File: config.mk
export PLATFORM = sky130hd
export DESIGN_NAME = asrm_bus_ctrl
export DESIGN_NICKNAME = d
export VERILOG_FILES = /design/src/rtl/asrm_bus_ctrl.sv
export SDC_FILE = /design/constraint.sdc
export NUM_CORES = 1
export LEC_CHECK = 0
export BUFFER_PORTS_ARGS = -buffer_cell sky130_fd_sc_hd__buf_4
export CORE_MARGIN = 4
export CORE_UTILIZATION = 56
export DETAILED_ROUTE_END_ITERATION = 16
export PLACE_DENSITY = 0.85
export SLEW_MARGIN = 20
export SYNTH_ARGS = -nofsm -noshare
export SYNTH_HDL_FRONTEND = slang
export SYNTH_SLANG_ARGS = --single-unit
File: constraint.sdc
create_clock -name clk -period 3.93 [get_ports clk]
set_clock_uncertainty 0.1 [all_clocks]
set_input_delay 0.1965 -clock clk [delete_from_list [all_inputs] [get_ports clk]]
set_output_delay 0.1965 -clock clk [all_outputs]
set_load 0.005 [all_outputs]
File: src/rtl/asrm_bus_ctrl.sv
// CPU-to-byte-RAM bridge: splits a word/half/byte access into sequential byte
// cycles on an 8-bit RAM port and returns a one-cycle cpu_ready pulse.
module asrm_bus_ctrl #(
  parameter int unsigned wordsize = 16
) (
  input  logic                clk,
  input  logic                reset,
  input  logic                cpu_req,
  input  logic [wordsize-1:0] cpu_addr,
  input  logic [wordsize-1:0] cpu_wdata,
  input  logic                cpu_we,
  input  logic [1:0]          cpu_size,
  output logic [wordsize-1:0] cpu_rdata,
  output logic                cpu_ready,
  output logic                mem_en,
  output logic                mem_we,
  output logic [wordsize-1:0] mem_addr,
  output logic [7:0]          mem_wdata,
  input  logic [7:0]          mem_rdata
);

  localparam int unsigned NB = wordsize / 8;

  typedef enum logic [1:0] {IDLE, WRITE, READ, DONE} state_t;

  state_t              state, state_nxt;
  logic [wordsize-1:0] base_q;
  logic [wordsize-1:0] wdata_q;
  logic [wordsize-1:0] wdata_sh;
  logic [3:0]          n_q;
  logic [3:0]          k_q;
  logic [3:0]          n_req;

  always_comb begin
    n_req = 4'd1;
    unique case (cpu_size)
      2'b00:   n_req = 4'(NB);
      2'b01:   n_req = (NB < 4) ? 4'(NB) : 4'd4;
      2'b10:   n_req = (NB < 2) ? 4'(NB) : 4'd2;
      default: n_req = 4'd1;
    endcase
  end

  assign wdata_sh = wdata_q >> {k_q, 3'b000};

  // READ runs for N+1 cycles: k=0..N-1 issue, k=1..N capture the previous byte.
  always_comb begin
    state_nxt = state;
    cpu_ready = 1'b0;
    mem_en    = 1'b0;
    mem_we    = 1'b0;
    mem_addr  = base_q + wordsize'(k_q);
    mem_wdata = wdata_sh[7:0];
    unique case (state)
      IDLE: begin
        if (cpu_req) state_nxt = cpu_we ? WRITE : READ;
      end
      WRITE: begin
        mem_en = 1'b1;
        mem_we = 1'b1;
        if (k_q == n_q - 4'd1) state_nxt = DONE;
      end
      READ: begin
        if (k_q < n_q) mem_en = 1'b1;
        if (k_q == n_q) state_nxt = DONE;
      end
      DONE: begin
        cpu_ready = 1'b1;
        state_nxt = IDLE;
      end
      default: state_nxt = IDLE;
    endcase
  end

  always_ff @(posedge clk or posedge reset) begin
    if (reset) begin
      state     <= IDLE;
      base_q    <= '0;
      wdata_q   <= '0;
      n_q       <= '0;
      k_q       <= '0;
      cpu_rdata <= '0;
    end else begin
      state <= state_nxt;
      unique case (state)
        IDLE: begin
          if (cpu_req) begin
            base_q  <= cpu_addr;
            wdata_q <= cpu_wdata;
            n_q     <= n_req;
            k_q     <= '0;
            if (!cpu_we) begin
              for (int unsigned i = 0; i < NB; i++) begin
                if (4'(i) >= n_req) cpu_rdata[i*8 +: 8] <= '0;
              end
            end
          end
        end
        WRITE: k_q <= k_q + 4'd1;
        READ: begin
          k_q <= k_q + 4'd1;
          if (k_q != '0) begin
            for (int unsigned i = 0; i < NB; i++) begin
              if (4'(i) == k_q - 4'd1) cpu_rdata[i*8 +: 8] <= mem_rdata;
            end
          end
        end
        default: ;
      endcase
    end
  end

endmodule
==> metrics, run 1 <==
status=complete, no violations; PD cells=817.1 nW/µm²; Final Hold Fails=0; CTS tree=done; Max Slew Vio Count=0; global route total overflow=0; crit path to=mem_addr[10]; setup tns final=0 ns; fin crit share=0.8657; syn avg cell area=11.30 µm²; RR Startpoint=k_q[0]; antenna viol nets, final=0; CP peak stage delay=slightly below 0.8 ns; crit path time final=3.402 ns; critical-path maximum fanout=15; cts bufs inserted=5; Setup CP Type=register to output pin; buffers added on ports=88; r2r endpoint=cpu_rdata[2]; CORE AREA=5507 µm²; overall routed net length=about 6.8 mm; Yosys warnings=0; share of cells above drive strength 1=0.3898; Final #Nets=between 400 and 500; fillers=407; Max-Cap Viols=0; Cell Rows=27; Die Ht=83.17 µm; CP cell instances=ha_1 > inv_1 > fa_1 > nand2b_1 > a21boi_0 > o2111ai_1 > xnor2_1 > buf_4; Slew @ Worst Pin=0.6832 ns; Worst Path Required=3.63 ns; clk sinks=56; die width=83.17 µm; number of synthesized flops with an enable pin=0; RSZ-0062 raised after global routing=false; Arr. time, crit path=approximately 3.1 ns; Post-CTS Setup Repair Bufs=0; DIE AREA=6917 µm²; cells after synthesis=between 200 and 300; routability cong.=0.8187; top cells by area, synth=dfrtp_1 44%, mux2_2 11%, ha_1 5.9%; post-synth top area cell=dfrtp_1; max-slew headroom at the worst pin=0.5404; Synth top area share=0.4429; post-DP HPWL=5.099 mm; CP max-delay cell=dfrtp_1; drt first pass iters=4; number of global-route vias before repair=around 2400; Avg WL per Cell=approximately 15 µm; first-pass GRT wire length=11.50 mm; initial antenna violation count=0; vias per cell=5.421; CP endpoint kind=output pin; top_reg_cell synth=dfrtp_1; Cell variety after synth=39; setup violators final=0; Crit. Startpoint=k_q[0]; DRC=0; CTS clk-pin slew, worst paths=0.10 ns; Max Root-Sink Buffers=2; CTS Hold Bufs=2; most instantiated cells after synthesis=56 x dfrtp_1, 32 x mux2_2, 24 x inv_1, 21 x nand2_1, 15 x ha_1; via count=2407; sequential share of the synthesized area=0.4429; Root Buffer=clkbuf_8; syn_nets=approximately 340; largest net degree at the start of global routing=30; DRT iter0 DRCs=90; io pins=slightly below 90; ys async rst share=1.000; Antenna Cells=0; area grow syn2layout=27.76%; count leader, synth=dfrtp_1; Worst setup SP type=register; # resized after CTS=0; leakage=1.929 nW; clk_lat worst skew=0.31 ns; Max VDD drop=between 0.0004 and 0.0005 V; Initial Utilization=0.5746; Tot GR Track Use=0.2012; r2r setup slk=around 1.1 ns; flops & latches, synth=56; Post-Syn Area=3164 µm²; worst-case reg-to-reg path depth=6; worst hold slack=~0.0058 ns; hold crit path type=input pin to register; CTS H-tree depth=2; Max Clock Freq=293.9 MHz
-- logic make-up (layout without fill, tap and decap cells) --
kind of cell | after synthesis | after routing | share of synthesized area
AO/OA/AOI/OAI | 41 | 41 | 0.1020
XOR/XNOR | 15 | 15 | 0.04152
adder cells (fa/ha/maj) | 16 | 16 | 0.06564
AND/OR/NAND/NOR | 64 | 64 | 0.1099
flip-flops | 56 | 56 | 0.4429
buffers and inverters | 36 | 128 | 0.04824
multiplexers | 52 | 52 | 0.1898
-- metrics by stage --
step	instance area [µm²]	worst slack [ns]	power (mW)	util	instances
after global placement	3867	1.063	2.854	0.7023	430
after CTS	4003	0.5093	3.323	0.7269	440
final	4043	0.5279	3.303	0.7342	444
after global routing	4043	0.2652	3.577	0.7342	444
after detailed placement	3867	0.9123	2.924	0.7023	430
after floorplan	3164	1.583	2.219	-	280
-- flip-flops by register name (all words and copies together) (netlist names) --
signal,count
n_q,2
cpu_rdata,16
wdata_q,16
base_q,16
state,2
k_q,4
-- worst min path at each step --
| stage | start | endpoint | cells after the start |
|---|---|---|---|
| floorplan | mem_rdata[0] | cpu_rdata[0] | 1 |
| global placement | reset | base_q[9] | 2 |
| detailed placement | reset | base_q[12] | 2 |
| CTS | cpu_wdata[7] | wdata_q[7] | 2 |
| global route | cpu_wdata[7] | wdata_q[7] | 2 |
| finish | cpu_wdata[7] | wdata_q[7] | 2 |
-- layout by cell type, fill, tap and decap left out, types with 2 or more instances in the layout --
cell / count
xor2_1: 2
nand2_1: 21
nand3_1: 6
dlygate4sd3_1: 6
o21ai_0: 6
mux2_4: 8
a21oi_1: 2
and3_1: 2
inv_1: 23
mux2_2: 32
o211ai_1: 13
ha_1: 15
mux2i_1: 12
nand2b_1: 3
a22o_1: 2
xnor2_1: 13
o31ai_1: 9
and4_1: 3
dfrtp_1: 56
nand4_1: 2
clkbuf_8: 5
buf_4: 90
nor2_1: 10
and2_1: 9
o2111ai_1: 2
or3_1: 2
a21boi_0: 2
-- layout make-up --
| cell class | instances | area (µm²) | share of cell area |
|---|---|---|---|
| clock buffer | 5 | 68.82 | 0.01702 |
| clock inverter | 3 | 46.29 | 0.01145 |
| inverter | 24 | 90.09 | 0.02228 |
| multi-input combinational | 188 | 1610 | 0.3983 |
| sequential | 56 | 1401 | 0.3466 |
| tap | 72 | 90.09 | 0.02228 |
| timing repair buffer | 96 | 735.7 | 0.1820 |
-- worst max-delay path: cells and delay by family, from the launching register on --
kind	cells	cell delay (ns)
compound gates	2	0.79
xor+xnor	1	0.20
fa+ha+maj	2	0.68
buf+inv	2	0.20
flops	1	0.77
simple gates	1	0.17
-- layer usage --
metal | global-route usage | wire [µm] | vias to the layer above
met5 | 0 | 0 | -
met3 | 0.06250 | 481 | 13
met2 | 0.3273 | 3269 | 79
met4 | 0.06241 | 121 | 0
met1 | 0.2571 | 2901 | 1159
li1 | - | - | 1156
-- power by group --
group          leakage, nW  switching [mW]  internal, mW
Clock               0.0548           0.194         0.192
Combinational         1.21           0.760          1.01
Sequential           0.669           0.281         0.869
(Power assumes the default switching activity.)
==> run 2, diff against run 1 <==
--- a/config.mk
+++ b/config.mk
@@ -9,6 +9,7 @@
 export CORE_MARGIN = 4
 export CORE_UTILIZATION = 56
 export DETAILED_ROUTE_END_ITERATION = 16
+export HOLD_SLACK_MARGIN = 0.06
 export PLACE_DENSITY = 0.85
 export SLEW_MARGIN = 20
 export SYNTH_ARGS = -nofsm -noshare
==> run 2 against run 1 <==
  * Sequential share of layout area down 2.8 points
  * Clock power about the same
  * Via count up 7.2%
  * Largest power group unchanged
  * Critical path type unchanged
  * Largest cell class unchanged
  * First-iteration DRC count up 30%
==> metrics, run 2 (synthesis results as in run 1) <==
leakage=a little over 2 nW; buffers added on ports=88; Die Ht=83.17 µm; Max Root-Sink Buffers=2; Post-CTS Setup Repair Bufs=0; Arr. time, crit path=3.20 ns; CP max-delay cell=dfrtp_1; via count=2581; DRC=0; Avg WL per Cell=around 16 µm; setup violators final=0; critical-path maximum fanout=15; overall routed net length=7.682 mm; PD cells=between 700 and 800 nW/µm²; antenna viol nets, final=0; Max VDD drop=0.0004908 V; max-slew headroom at the worst pin=0.5067; Final #Nets=468; die width=83.17 µm; DRT iter0 DRCs=approximately 120; CORE AREA=5507 µm²; Cell Rows=27; number of global-route vias before repair=2688; Slew @ Worst Pin=0.7334 ns; hold crit path type=input pin to register; CTS clk-pin slew, worst paths=roughly 0.10 ns; area grow syn2layout=38.83%; cts bufs inserted=5; status=complete, no violations; DIE AREA=6917 µm²; Cell Int Power=2.092 mW; Tot GR Track Use=0.2311; vias per cell=5.388; fin crit share=0.8893; CP cell instances=ha_1 > inv_1 > fa_1 > nand2b_1 > a21boi_0 > o211ai_1 > xnor2_1 > buf_4; commonest non-fill, non-tap cell in the layout=buf_4; pre-CTS setup slack=0.9123 ns; largest net degree at the start of global routing=30; CTS tree=done; Initial Utilization=0.5746; fillers=342; largest registers=base_q (16), cpu_rdata (16), wdata_q (16); Final Hold Fails=0; Root Buffer=clkbuf_8; initial antenna violation count=0; Max Clock Freq=between 200 and 300 MHz; Clk network pwr share=0.115; Worst Path Required=3.63 ns; Max Slew Vio Count=0; sequential share of power=0.344; total power=between 3 and 4 mW; CTS H-tree depth=2; Net Sw Frac=0.3790; combinational power share=0.541; clk sinks=56; post-DP HPWL=between 5 and 6 mm; r2r setup slk=1.05 ns; worst hold slack=0.08640 ns; Net Switching=1.277 mW; first-pass GRT wire length=13.12 mm; CP peak stage delay=around 0.77 ns; share of cells above drive strength 1=0.3563; Worst setup SP type=register; RSZ-0062 raised after global routing=false; setup tns final=0 ns; global route total overflow=0; most frequent cells in the layout=90 x buf_4, 56 x dfrtp_1, 41 x dlygate4sd3_1, 32 x mux2_2, 23 x inv_1; Antenna Cells=0; drt first pass iters=4; CP endpoint kind=output pin; crit path time final=~3.5 ns; Max-Cap Viols=0; io pins=89; Final WS setup=0.4352 ns; clk_lat worst skew=0.31 ns; routability cong.=0.8187; Setup CP Type=register to output pin
run 2: what timing repair did:
item	CTS	global route
gates resized for setup	0	0
endpoints found under the hold margin	67	0
hold buffers	41	0
run 2: final timing paths:
kind,startpoint,to,cells past startpoint
worst max register to register,k_q[0],cpu_rdata[0],6
worst max-delay path,k_q[0],mem_addr[12],8
min in group asynchronous,reset,base_q[12],3
worst min register to register,wdata_q[1],wdata_q[1],1
max in group asynchronous,reset,k_q[1],4
worst min-delay path,cpu_we,state[1],4
run 2: cell type report:
class | instances | area [µm²] | share of cell area
clock buffers | 5 | 68.82 | 0.01567
clock inverters | 3 | 46.29 | 0.01054
inverters | 24 | 90.09 | 0.02051
multi-input cells | 188 | 1610 | 0.3666
flip-flops and latches | 56 | 1401 | 0.3190
well taps | 72 | 90.09 | 0.02051
repair buffers | 131 | 1086 | 0.2472
run 2: stage by stage:
stage	cells	utilization	instance area, µm²
global route	479	0.7978	4393
CTS	479	0.7978	4393
detailed placement	430	0.7023	3867
global placement	430	0.7023	3867
finish	479	0.7978	4393
floorplan	280	-	3164
run 2: metal layers:
layer,routed length [µm],track usage
met1,3068,0.2806
met5,0,0
met2,4037,0.4103
met4,176,0.07132
met3,400,0.04762
run 2: critical path: cells and delay by family, from the launching register on:
family | cells | cell delay (ns)
XOR/XNOR | 1 | 0.25
adder cells (fa/ha/maj) | 2 | 0.68
AO/OA/AOI/OAI | 2 | 0.81
AND/OR/NAND/NOR | 1 | 0.17
buffers and inverters | 2 | 0.21
flip-flops | 1 | 0.77
run 2: power groups by stage:
stage / logic, mW / registers (mW) / clock network (mW)
3_5_place_dp: 1.77 / 1.16 / 0
4_1_cts: 1.81 / 1.15 / 0.396
5_1_grt: 2.00 / 1.20 / 0.423
6_report: 1.82 / 1.16 / 0.387
3_3_place_gp: 1.72 / 1.14 / 0
2_1_floorplan: 1.17 / 1.05 / 0
==> run 3, diff against run 2 <==
--- a/config.mk
+++ b/config.mk
@@ -7,10 +7,10 @@
 export LEC_CHECK = 0
 export BUFFER_PORTS_ARGS = -buffer_cell sky130_fd_sc_hd__buf_4
 export CORE_MARGIN = 4
-export CORE_UTILIZATION = 56
+export CORE_UTILIZATION = 47
 export DETAILED_ROUTE_END_ITERATION = 16
 export HOLD_SLACK_MARGIN = 0.06
-export PLACE_DENSITY = 0.85
+export PLACE_DENSITY = 0.76
 export SLEW_MARGIN = 20
 export SYNTH_ARGS = -nofsm -noshare
 export SYNTH_HDL_FRONTEND = slang
==> constraint.sdc (replaced) <==
create_clock -name clk -period 2.99 [get_ports clk]
set_clock_uncertainty 0.1 [all_clocks]
set_input_delay 0.1495 -clock clk [delete_from_list [all_inputs] [get_ports clk]]
set_output_delay 0.1495 -clock clk [all_outputs]
set_load 0.005 [all_outputs]
==> run 3 against run 2 <==
  * Non-clock buffer count is 6 higher
  * Highest routed layer unchanged
  * Cell count is 2.3% higher
  * Worst setup slack worse by 0.16 ns
  * Sequential power is 29% higher
  * First-iteration DRC count is 23% lower
  * Combinational power is 35% higher
  * Clock-buffer cell count is 3 higher
  * Sequential cell count stayed put
==> metrics, run 3 (synthesis results as in run 1) <==
Placed Area=3909 µm²; DRT iter0 DRCs=90; commonest non-fill, non-tap cell in the layout=buf_4; buffers added on ports=between 80 and 90; clk sinks=56; Avg WL per Cell=15.23 µm; Max-Cap Viols=0; Antenna Cells=0; max-slew headroom at the worst pin=0.4220; number of global-route vias before repair=2674; setup violators final=0; overall routed net length=roughly 7.5 mm; leakage=2.099 nW; initial antenna violation count=0; drt first pass iters=4; Worst Hold Launch=cpu_size[1]; Arr. time, crit path=roughly 2.5 ns; PD cells=985.6 nW/µm²; cts bufs inserted=5; hold crit path type=input pin to register; clk_lat worst skew=between 0.3 and 0.4 ns; Max VDD drop=0.0005194 V; Max Root-Sink Buffers=2; Crit. Startpoint=k_q[0]; Die Ht=90.05 µm; Max Slew Vio Count=0; CTS clk-pin slew, worst paths=roughly 0.090 ns; DIE AREA=8109 µm²; Max Clock Freq=about 370 MHz; Final Hold Fails=0; post-DP HPWL=about 5.2 mm; Initial Utilization=0.4899; largest registers=base_q (16), cpu_rdata (16), wdata_q (16); Worst setup SP type=register; die width=roughly 90 µm; CTS tree=done; share of cells above drive strength 1=0.3632; antenna viol nets, final=0; largest net degree at the start of global routing=between 40 and 50; Tot GR Track Use=0.1925; first-pass GRT wire length=12.88 mm; Cell Rows=29; CORE AREA=6459 µm²; RSZ-0062 raised after global routing=false; vias per cell=5.153; fin crit share=0.9079; routability cong.=between 0.8 and 0.9; crit path time final=roughly 2.7 ns; critical-path maximum fanout=10; CTS H-tree depth=2; Slew @ Worst Pin=0.8657 ns; Root Buffer=clkbuf_8; Setup CP Type=register to output pin; via count=2525; DRC=0; CP endpoint kind=output pin; io pins=89; Design Area, Final=4437 µm²; most frequent cells in the layout=94 x buf_4, 54 x dfrtp_1, 42 x dlygate4sd3_1, 32 x mux2_2, 23 x inv_1; status=complete, no violations; global route total overflow=0; setup tns final=0 ns; RR Startpoint=k_q[1]; area grow syn2layout=40.21%; Final #Nets=474; Worst Path Required=approximately 2.7 ns
[run 3: worst paths after layout]
kind | depth (start not counted) | slack [ns] | endpoint
max | 9 | 0.28 | mem_addr[14]
min in group asynchronous | 3 | 0.49 | wdata_q[7]
max reg2reg | 6 | 0.50 | cpu_rdata[3]
min reg2reg | 1 | 0.42 | wdata_q[4]
max in group asynchronous | 4 | 1.64 | k_q[1]
min | 4 | 0.08 | n_q[1]
[run 3: layout make-up]
class / count / area [µm²]
Fill cell: 480 / 2022
Multi-Input combinational cell: 188 / 1610
Sequential cell: 56 / 1404
Timing Repair Buffer: 137 / 1146
Tap cell: 77 / 96.34
Clock buffer: 8 / 90.09
Inverter: 24 / 90.09
[run 3: through the flow]
step	std cells	hold slack, ns	power, mW	utilization	setup WS [ns]
finish	490	0.07680	4.373	0.6869	0.2754
global route	490	0.1101	4.738	0.6869	0.09038
CTS	488	0.08974	4.374	0.6842	0.1572
detailed placement	438	0.2860	3.894	0.6052	0.4479
global placement	438	0.2824	3.812	0.6052	0.5172
floorplan	280	0.1980	2.916	-	0.6427
[run 3: layer usage]
metal,vias up,GRT usage,part of all wire
met3,10,0.04841,0.052
met2,65,0.3423,0.52
met5,-,0,0
met1,1215,0.2294,0.42
li1,1235,-,-
met4,0,0.05612,0.013
[run 3: critical path: stages, from the launching register on]
cell and delay [ns]:
dfrtp_2 0.48, ha_1 0.20, inv_1 0.06, fa_1 0.40, nand2b_1 0.17, a21boi_0 0.21, buf_4 0.18, o2111ai_1 0.12
xnor2_1 0.20, buf_4 0.14
[run 3: where the power goes]
part           total, mW  internal [mW]  switching (mW)
clock network      0.427          0.190           0.237
logic               2.45           1.39            1.05
registers           1.50           1.15           0.355
[run 3: repair_timing]
| item | in CTS | in global routing |
|---|---|---|
| buffers inserted | 0 | 2 |
| hold endpoints to repair | 91 | 0 |
| gates resized for setup | 0 | 2 |
| hold buffers | 42 | 0 |
| endpoints found under the setup margin | 0 | 3 |
